**config.mk**
```make
export PLATFORM = sky130hd
export DESIGN_NAME = fx_chain_pipeline
export DESIGN_NICKNAME = d
export VERILOG_FILES = /design/src/rtl/fx_pkg.sv /design/src/rtl/fx_mul_shift_sat.sv /design/src/rtl/fx_chain_pipeline.sv
export SDC_FILE = /design/constraint.sdc
export NUM_CORES = 1
export LEC_CHECK = 0
export BUFFER_PORTS_ARGS = -buffer_cell sky130_fd_sc_hd__buf_2
export CAP_MARGIN = 20
export CORE_MARGIN = 1.5
export CORE_UTILIZATION = 49
export CTS_CLUSTER_DIAMETER = 150
export DETAILED_ROUTE_END_ITERATION = 10
export PLACE_DENSITY = 0.66
export SYNTH_ARGS = -nofsm -noshare
export SYNTH_HDL_FRONTEND = slang
export SYNTH_SLANG_ARGS = --single-unit
```
**constraint.sdc**
```tcl
create_clock -name clk -period 6.9 [get_ports clk]
set_input_delay 0.345 -clock clk [delete_from_list [all_inputs] [get_ports clk]]
set_output_delay 0.345 -clock clk [all_outputs]
set_load 0.005 [all_outputs]
```
**src/rtl/fx_pkg.sv**
```systemverilog
// Shared types, reset defaults and helpers for the effects chain.
package fx_pkg;

  typedef enum logic [1:0] {
    FX_BYPASS = 2'd0,
    FX_HARD   = 2'd1,
    FX_SOFT   = 2'd2
  } clip_mode_e;

  typedef enum logic {
    PAR_IDLE    = 1'b0,
    PAR_PENDING = 1'b1
  } par_state_e;

  localparam clip_mode_e FX_DEF_MODE = FX_BYPASS;

  // Raw mode code 3 is an alias for bypass.
  function automatic clip_mode_e decode_mode(input logic [1:0] m);
    case (m)
      2'd1:    return FX_HARD;
      2'd2:    return FX_SOFT;
      default: return FX_BYPASS;
    endcase
  endfunction

  // Clamp a signed value into the range of a signed w-bit word.
  function automatic logic signed [63:0] sat_signed(input logic signed [63:0] v,
                                                    input int unsigned w);
    logic signed [63:0] maxv;
    logic signed [63:0] minv;
    maxv = (64'sd1 <<< (w - 1)) - 64'sd1;
    minv = -(64'sd1 <<< (w - 1));
    if (v > maxv)      return maxv;
    else if (v < minv) return minv;
    else               return v;
  endfunction

endpackage

```
**src/rtl/fx_mul_shift_sat.sv**
```systemverilog
// Combinational signed*unsigned multiply, floor shift by FRAC, saturate to OUT_W.
module fx_mul_shift_sat
  import fx_pkg::*;
#(
  parameter int unsigned A_W   = 24,
  parameter int unsigned B_W   = 11,
  parameter int unsigned FRAC  = 4,
  parameter int unsigned OUT_W = 24
) (
  input  logic signed [A_W-1:0]   i_a,
  input  logic        [B_W-1:0]   i_b,
  output logic signed [OUT_W-1:0] o_y
);

  localparam int unsigned P_W = A_W + B_W + 1;

  logic signed [P_W-1:0] w_a;
  logic signed [P_W-1:0] w_b;
  logic signed [P_W-1:0] w_prod;
  logic signed [P_W-1:0] w_shift;

  assign w_a     = P_W'(i_a);
  assign w_b     = {{(P_W-B_W){1'b0}}, i_b};
  assign w_prod  = w_a * w_b;
  assign w_shift = w_prod >>> FRAC;
  assign o_y     = OUT_W'(sat_signed(64'(w_shift), OUT_W));

endmodule

```
**src/rtl/fx_chain_pipeline.sv**
```systemverilog
// Gain -> clipper -> level pipeline, 4-cycle latency, double-buffered parameters.
module fx_chain_pipeline
  import fx_pkg::*;
#(
  parameter int unsigned IN_W       = 12,
  parameter int unsigned OUT_W      = 16,
  parameter int unsigned INT_W      = 24,
  parameter int unsigned GAIN_W     = 11,
  parameter int unsigned GAIN_FRAC  = 4,
  parameter int unsigned LEVEL_W    = 8,
  parameter int unsigned LEVEL_FRAC = 7
) (
  input  logic                    clk,
  input  logic                    rst,
  input  logic                    i_valid,
  input  logic signed [IN_W-1:0]  i_sample,
  input  logic                    i_par_load,
  input  logic [GAIN_W-1:0]       i_par_gain,
  input  logic [1:0]              i_par_mode,
  input  logic [OUT_W-2:0]        i_par_thr,
  input  logic [LEVEL_W-1:0]      i_par_level,
  input  logic                    i_clr_stats,
  output logic                    o_valid,
  output logic signed [OUT_W-1:0] o_sample,
  output logic                    o_par_pending,
  output logic [15:0]             o_clip_cnt
);

  localparam logic [GAIN_W-1:0]  DEF_GAIN  = GAIN_W'(1 << GAIN_FRAC);
  localparam logic [LEVEL_W-1:0] DEF_LEVEL = LEVEL_W'(1 << LEVEL_FRAC);

  par_state_e          r_state;
  logic [GAIN_W-1:0]   r_sh_gain,  r_act_gain;
  clip_mode_e          r_sh_mode,  r_act_mode;
  logic [OUT_W-2:0]    r_sh_thr,   r_act_thr;
  logic [LEVEL_W-1:0]  r_sh_level, r_act_level;

  logic                    r_s0_v, r_s1_v, r_s2_v;
  logic signed [INT_W-1:0] r_s0_x, r_s1_x, r_s2_x;

  logic signed [INT_W-1:0] w_s1_d;
  logic signed [INT_W-1:0] w_s2_d;
  logic signed [OUT_W-1:0] w_s3_d;
  logic [INT_W-1:0]        w_abs, w_thr, w_soft_mag;
  logic                    w_neg, w_over, w_clip_evt, w_pipe_empty;

  assign w_pipe_empty  = !i_valid && !r_s0_v && !r_s1_v && !r_s2_v && !o_valid;
  assign o_par_pending = (r_state == PAR_PENDING);

  fx_mul_shift_sat #(.A_W(INT_W), .B_W(GAIN_W), .FRAC(GAIN_FRAC), .OUT_W(INT_W)) u_gain (
    .i_a(r_s0_x), .i_b(r_act_gain), .o_y(w_s1_d)
  );

  fx_mul_shift_sat #(.A_W(INT_W), .B_W(LEVEL_W), .FRAC(LEVEL_FRAC), .OUT_W(OUT_W)) u_level (
    .i_a(r_s2_x), .i_b(r_act_level), .o_y(w_s3_d)
  );

  // Clipper transfer function and clip-event detect for stage 2.
  always_comb begin
    w_neg      = r_s1_x[INT_W-1];
    w_abs      = w_neg ? (-r_s1_x) : r_s1_x;
    w_thr      = INT_W'(r_act_thr);
    w_over     = w_abs > w_thr;
    w_soft_mag = w_thr + ((w_abs - w_thr) >> 2);
    w_s2_d     = r_s1_x;
    w_clip_evt = 1'b0;
    case (r_act_mode)
      FX_HARD: if (w_over) begin
        w_s2_d     = w_neg ? -$signed(w_thr) : $signed(w_thr);
        w_clip_evt = 1'b1;
      end
      FX_SOFT: if (w_over) begin
        w_s2_d     = w_neg ? -$signed(w_soft_mag) : $signed(w_soft_mag);
        w_clip_evt = 1'b1;
      end
      default: ;
    endcase
  end

  // Pipeline stages: data registers load only on incoming valid.
  always_ff @(posedge clk or posedge rst) begin
    if (rst) begin
      r_s0_v   <= 1'b0;
      r_s1_v   <= 1'b0;
      r_s2_v   <= 1'b0;
      o_valid  <= 1'b0;
      r_s0_x   <= '0;
      r_s1_x   <= '0;
      r_s2_x   <= '0;
      o_sample <= '0;
    end else begin
      r_s0_v  <= i_valid;
      r_s1_v  <= r_s0_v;
      r_s2_v  <= r_s1_v;
      o_valid <= r_s2_v;
      if (i_valid) r_s0_x   <= INT_W'(i_sample);
      if (r_s0_v)  r_s1_x   <= w_s1_d;
      if (r_s1_v)  r_s2_x   <= w_s2_d;
      if (r_s2_v)  o_sample <= w_s3_d;
    end
  end

  // Parameter FSM: capture into shadow, promote to active only when the pipe is empty.
  // A load in the empty cycle takes priority, so its values wait for the next empty cycle.
  always_ff @(posedge clk or posedge rst) begin
    if (rst) begin
      r_state     <= PAR_IDLE;
      r_sh_gain   <= DEF_GAIN;
      r_sh_mode   <= FX_DEF_MODE;
      r_sh_thr    <= '1;
      r_sh_level  <= DEF_LEVEL;
      r_act_gain  <= DEF_GAIN;
      r_act_mode  <= FX_DEF_MODE;
      r_act_thr   <= '1;
      r_act_level <= DEF_LEVEL;
    end else if (i_par_load) begin
      r_state    <= PAR_PENDING;
      r_sh_gain  <= i_par_gain;
      r_sh_mode  <= decode_mode(i_par_mode);
      r_sh_thr   <= i_par_thr;
      r_sh_level <= i_par_level;
    end else if (r_state == PAR_PENDING && w_pipe_empty) begin
      r_state     <= PAR_IDLE;
      r_act_gain  <= r_sh_gain;
      r_act_mode  <= r_sh_mode;
      r_act_thr   <= r_sh_thr;
      r_act_level <= r_sh_level;
    end
  end

  // Saturating clip-event counter; clear has priority.
  always_ff @(posedge clk or posedge rst) begin
    if (rst)                                       o_clip_cnt <= '0;
    else if (i_clr_stats)                          o_clip_cnt <= '0;
    else if (r_s1_v && w_clip_evt && o_clip_cnt != '1) o_clip_cnt <= o_clip_cnt + 16'd1;
  end

endmodule

```
# After elaboration in Yosys (flattened, before gate mapping)
# Index checks and enable logic that the tools add are counted.
[classes] n_mux=17 n_addsub=6 n_shift=0 mul=2 bitwise=1 magnitude_cmp=5 n_reduce_logical=16 div_mod_pow=0 n_eq_ne=5
[ops] op="$mux W24" count=7
[ops] op="$mux W16" count=4
[ops] op="$pmux W24 S2" count=1
[ops] op="$mul A24 B9 Y33" count=1
[ops] op="$gt A26 B16 Y1 const B" count=1
[ops] op="$lt A26 B16 Y1 const B" count=1
[ops] op="$gt A20 B24 Y1 const B" count=1
[ops] op="$gt A24 B15 Y1" count=1
[ops] op="$lt A20 B24 Y1 const B" count=1
[ops] op="$mul A12 B12 Y24" count=1
[ops] op="$neg A15 Y24" count=1
[ops] op="$neg A23 Y24" count=1
[ops] op="$neg A24 Y24" count=1
[ops] op="$sub A24 B15 Y24" count=1
[ops] op="$add A15 B22 Y23" count=1
[ops] op="$add A16 B1 Y16 const B" count=1
[ops] op="$ne A16 B16 Y1 const B" count=1
[ops] op="$logic_and A1 B1 Y1" count=7
[ops] op="$logic_not A1 Y1" count=5
[ops] op="$eq A2 B1 Y1 const B" count=2
[ops] op="$eq A2 B2 Y1 const B" count=2
[ops] op="$mux W1" count=4
[ops] op="$pmux W2 S2" count=1
[ops] op="$reduce_bool A2 Y1" count=2
[ops] op="3 further kinds" count=3
[word_totals] mem_bits_ro=0 regBits=169 mem_bits_rw=0 mem_count=0 latchBits=0

# Longest topological paths before layout
[depth] depth_word=9 depth_mapped=28 mapped_depth_nobuf=26

# Modules after synthesis
# A second synthesis with hierarchy kept.
[hier_totals] hier_cells=3081 area_unflattened_um2=26959.6
[by_module_without_submodules] module="fx_chain_pipeline" n_inst=1 area_per_inst_um2=10116.0 cells_per_inst=1027
[by_module_without_submodules] module="fx_mul_shift_sat at u_gain" n_inst=1 area_per_inst_um2=9830.7 cells_per_inst=1183
[by_module_without_submodules] module="fx_mul_shift_sat at u_level" n_inst=1 area_per_inst_um2=7013.0 cells_per_inst=871

# Least setup slack after synthesis
# Ideal clock, no wire load.
[synth_timing] path_type="register to register" from="register r_s1_x[23]" to="register r_s2_x[17]" setup_ps=76 t_arrival_ps=6227 period_less_slack_ps=6303 path_stages_with_launch=27 required_ps=6824 n_path_buf=4 path_slack_ps=597 cell_sequence="dfrtp_1 -> clkbuf_1 -> clkbuf_1 -> clkbuf_1 -> clkbuf_1 -> o21ai_0 -> xnor2_1 -> ha_1 -> a21o_1 -> or4_1 -> o22ai_1 -> inv_1 -> a21oi_1 -> o21ba_2 -> xnor2_1 -> ha_1 -> and3_1 -> a22o_1 -> a211oi_1 -> o21ai_0 -> o41ai_1 -> xnor2_1 -> and3_1 -> a2111oi_2 -> a221oi_1 -> mux2_1 -> o21ai_1"
[synth_via] elab_chain_len=7
[synth_rtl] item="from (decl)" line="fx_chain_pipeline.sv:39" text="logic signed [INT_W-1:0] r_s0_x, r_s1_x, r_s2_x;"
[synth_rtl] item="from (signal assigned)" line="fx_chain_pipeline.sv:97" text="if (r_s0_v) r_s1_x <= w_s1_d;"
[synth_rtl] item="$mux W24" line="fx_chain_pipeline.sv:61" text="w_abs = w_neg ? (-r_s1_x) : r_s1_x;"
[synth_rtl] item="$sub A24 B15 Y24" line="fx_chain_pipeline.sv:64" text="w_soft_mag = w_thr + ((w_abs - w_thr) >> 2);"
[synth_rtl] item="$add A15 B22 Y23" line="fx_chain_pipeline.sv:64"
[synth_rtl] item="$neg A23 Y24" line="fx_chain_pipeline.sv:73" text="w_s2_d = w_neg ? -$signed(w_soft_mag) : $signed(w_soft_mag);"
[synth_rtl] item="$mux W24" line="fx_chain_pipeline.sv:73"
[synth_rtl] item="$mux W24" line="fx_chain_pipeline.sv:72" text="FX_SOFT: if (w_over) begin"
[synth_rtl] item="$pmux W24 S2 *" line="fx_chain_pipeline.sv:67" text="case (r_act_mode)"
[synth_rtl] item="to (signal assigned)" line="fx_chain_pipeline.sv:98" text="if (r_s1_v) r_s2_x <= w_s2_d;"
[synth_rtl] item="to (decl)" line="fx_chain_pipeline.sv:39"
# Every way passes the cells marked *; elsewhere a longest branch is shown, timed or not.
# A chain may end at the register's enable or synchronous reset.

# Worst setup path in the final report
[layout_timing] from="register r_s1_x[5]" to="register r_s2_x[17]"
[layout_via] elab_chain_len=8
[layout_rtl] item="$neg A24 Y24" line="fx_chain_pipeline.sv:61"
[layout_rtl] item="$mux W24 *" line="fx_chain_pipeline.sv:61"
[layout_rtl] item="$sub A24 B15 Y24" line="fx_chain_pipeline.sv:64"
[layout_rtl] item="$add A15 B22 Y23" line="fx_chain_pipeline.sv:64"
[layout_rtl] item="$neg A23 Y24" line="fx_chain_pipeline.sv:73"
[layout_rtl] item="$mux W24" line="fx_chain_pipeline.sv:73"
[layout_rtl] item="$mux W24" line="fx_chain_pipeline.sv:72"
[layout_rtl] item="$pmux W24 S2 *" line="fx_chain_pipeline.sv:67"
# Marked as above.

==> metrics.csv <==
metric,value,unit
syn_to_final_growth,7.27,%
critPathKind,flop to flop,
synth-edff-count,0,
post-route-drc-count,0,
cp_max_fo,10,
period_needed,6.53,ns
crit_family,compound AO/OA/AOI/OAI gates,
pre_cts_slack,0.175,ns
grt_use_met3,4.02,%
grt_first_pass_wirelength,85900,um
seqCellArea,4200,sq um
finalMaxSlewViolations,0,
portBuffers,86,
place_inst,3009,
cap_violations,0,
gp_routability_congestion,0.907,
grt_overflow,0,
critPathMaxStageDelay,0.64,ns
top_level_ports,87,
rsz0062_at_grt,yes,
syn_inst,2419,
ys_ff_latch,166,
groute.usage.overall,24.0,%
status,"finished, final reports clean",
fin_cells,3043,
hold_violations,0,
die_w,213,um
nFillCells,4016,
post_drt_via_cell_ratio,5.45,
final.setup_skew,0.0140,ns
endpoint_kind,flop,
multiInputGateArea,15500,sq um
r2r_end,r_s2_x[17],
drtAntennaViolNets,0,
synth.distinct_cells,78,
yosys.area.top_type_share,25.5,%
crit_start,r_s1_x[5],
setup_viol,0,
routed_wl,52100,um
final_cell_area,23200,sq um
endpoint,r_s2_x[17],
start_util,50.0,%
totalNegativeSetupSlack,0,ns
critPathBufInv,1,
ys.flop_type,dfrtp_1,
firstDrtPassIters,5,
finalCritPeriodShare,94.6,%
async_reset_ff_share,100,%
layout.nets,2923,
cts_buffer_depth,2,
path_cells,or4_1 -> o21ai_0 -> xnor2_1 -> ha_1 -> a21o_1 -> or4_1 -> o22ai_2 -> inv_1 -> a21oi_1 -> o21ba_2 -> nor2b_1 -> nor2_1 -> xnor2_1 -> ha_1 -> or3b_2 -> a311o_1 -> o211ai_1 -> o21bai_1 -> nor3_2 -> and3_1 -> a2111oi_2 -> a221oi_1 -> mux2_1 -> o21ai_1,
most-common-layout-cells,"inv_1, nand2_1, fa_1",
cp.arrival,6.91,ns
use_met1,31.4,%
timing.rr.start,r_s1_x[5],
cts_setup_buffers,0,
worst_slack,0.369,ns
fmaxAchievable,0.153,GHz
dieArea,45400,sq um
r2r_setup_slack,0.37,ns
h-tree-depth,4,
ys_seq_area_share,19.4,%
numCtsBuffers,17,
clk_pin_slew,0.07,ns
final_common_cell,inv_1,
grt_pass1_vias,16919,
worst_pin_slew,1.03,ns
cts_tree,built,
insertion_delay,0.46,ns
coreArea,43300,sq um
top_usage_layer,met2,
cp_num_cells,24,
hpwl,41000,um
cts_hold_buffers,0,
ys.warnings.count,0,
wl_per_cell,17.1,um
start_kind,flop,
synthTopCellsByArea,"fa_1, dfrtp_1, ha_1",
rows,76,
syn_nets,2898,
gr-usage-met2,41.3,%
die_h,213,um
slew_headroom,31.1,%
antenna_found_initial,1,
vias,16591,
drive_gt1_share,11.4,%
yosysTopAreaCell,fa_1,
cp_slowest_cell,or4_1,
drtIter0Drc,1084,
cts_sinks,166,
ff2ff_path_depth,24,
critPathRequiredTime,7.28,ns
dpl-instance-area,22600,sq um
netlist_area,21600,sq um
cts_root_buf,clkbuf_16,
hold_path.class,input pin to asynchronous set/reset pin,
syn_area_per_cell,8.94,sq um
grt_max_degree,92,
[logic make-up (layout without fill, tap and decap cells)]
| kind of cell | after synthesis | after routing | share of synthesized area [%] |
|---|---|---|---|
| simple gates | 720 | 720 | 16.2 |
| buf+inv | 510 | 548 | 8.87 |
| fa+ha+maj | 427 | 427 | 34.2 |
| compound gates | 389 | 389 | 12.0 |
| flops | 166 | 166 | 19.4 |
| xor+xnor | 127 | 127 | 5.14 |
| mux | 80 | 80 | 4.14 |
| other cells | 0 | 1 | 0 |
[worst min-delay path by stage]
stage	from	end	slack (ns)	cells after the start
3_3_place_gp	r_sh_mode[1]	r_act_mode[1]	0.47	2
5_1_grt	i_par_mode[1]	r_sh_mode[0]	0.09	2
2_1_floorplan	r_s2_v	o_valid	0.37	0
6_report	rst	o_clip_cnt[2]	0.06	2
4_1_cts	i_par_mode[1]	r_sh_mode[0]	0.07	2
3_5_place_dp	r_sh_thr[11]	r_act_thr[11]	0.47	2
[worst reg2reg max path, stage by stage (launching register included)]
cell	delay (ns)
dfrtp_1	0.43
or4_1	0.64
o21ai_0	0.25
xnor2_1	0.17
ha_1	0.30
a21o_1	0.19
or4_1	0.43
o22ai_2	0.24
inv_1	0.07
a21oi_1	0.24
o21ba_2	0.18
nor2b_1	0.05
nor2_1	0.11
xnor2_1	0.08
ha_1	0.44
or3b_2	0.49
a311o_1	0.33
o211ai_1	0.20
o21bai_1	0.25
nor3_2	0.13
and3_1	0.26
a2111oi_2	0.36
a221oi_1	0.10
mux2_1	0.35
o21ai_1	0.14
[sequential cells by signal, indices dropped and copies added, names as in the netlist]
| name | cells |
|---|---|
| o_par_pending | 1 |
| o_clip_cnt | 16 |
| r_s2_v | 1 |
| r_act_mode | 2 |
| o_valid | 1 |
| r_s0_x | 12 |
| r_sh_thr | 15 |
| r_s0_v | 1 |
| o_sample | 16 |
| r_act_gain | 11 |
| r_s2_x | 24 |
| r_act_thr | 15 |
| r_sh_level | 8 |
| r_sh_mode | 2 |
| r_act_level | 8 |
| r_s1_v | 1 |
| r_s1_x | 21 |
| r_sh_gain | 11 |
[per-layer routing]
layer,up-vias,wire length [um]
met5,-,0
li1,7841,-
met1,8291,22900
met4,0,743
met2,400,25900
met3,59,2480
[timing repair]
item,in CTS,in global routing
resized for setup,0,6
hold endpoints to repair,0,0
endpoints found under the setup margin,0,25
[synth_stat cells, types with 12 or more instances]
| library cell | count |
|---|---|
| buf_1 | 12 |
| ha_1 | 151 |
| a31oi_1 | 14 |
| clkbuf_1 | 84 |
| inv_1 | 410 |
| o31ai_1 | 16 |
| xnor2_1 | 91 |
| and2_1 | 171 |
| nor2b_1 | 16 |
| a21o_1 | 26 |
| mux2_2 | 75 |
| a21oi_1 | 81 |
| nand2_1 | 279 |
| nor2_1 | 111 |
| o21a_1 | 25 |
| fa_1 | 275 |
| o21ai_0 | 105 |
| xor2_1 | 36 |
| nand3_1 | 26 |
| dfrtp_1 | 132 |
| dfstp_2 | 34 |
| nor3_1 | 37 |
[final cells by class]
| cell class | count | area share [%] |
|---|---|---|
| multi-input cells | 1743 | 67.0 |
| repair buffers | 105 | 2.56 |
| diodes | 1 | 0.0108 |
| flip-flops and latches | 166 | 18.1 |
| inverters | 411 | 6.67 |
| clock inverters | 7 | 0.232 |
| clock buffers | 25 | 2.27 |
| well taps | 585 | 3.15 |
[through the flow]
stage	hold WS, ns	utilization, %
after floorplan	0.372	-
after global placement	0.471	52.2
after detailed placement	0.474	52.2
after CTS	0.0693	53.5
after global routing	0.0927	53.6
final	0.0597	53.6
Power is not shown: default switching activity piles up to over one toggle a cycle in this logic, so the estimate is an artifact.
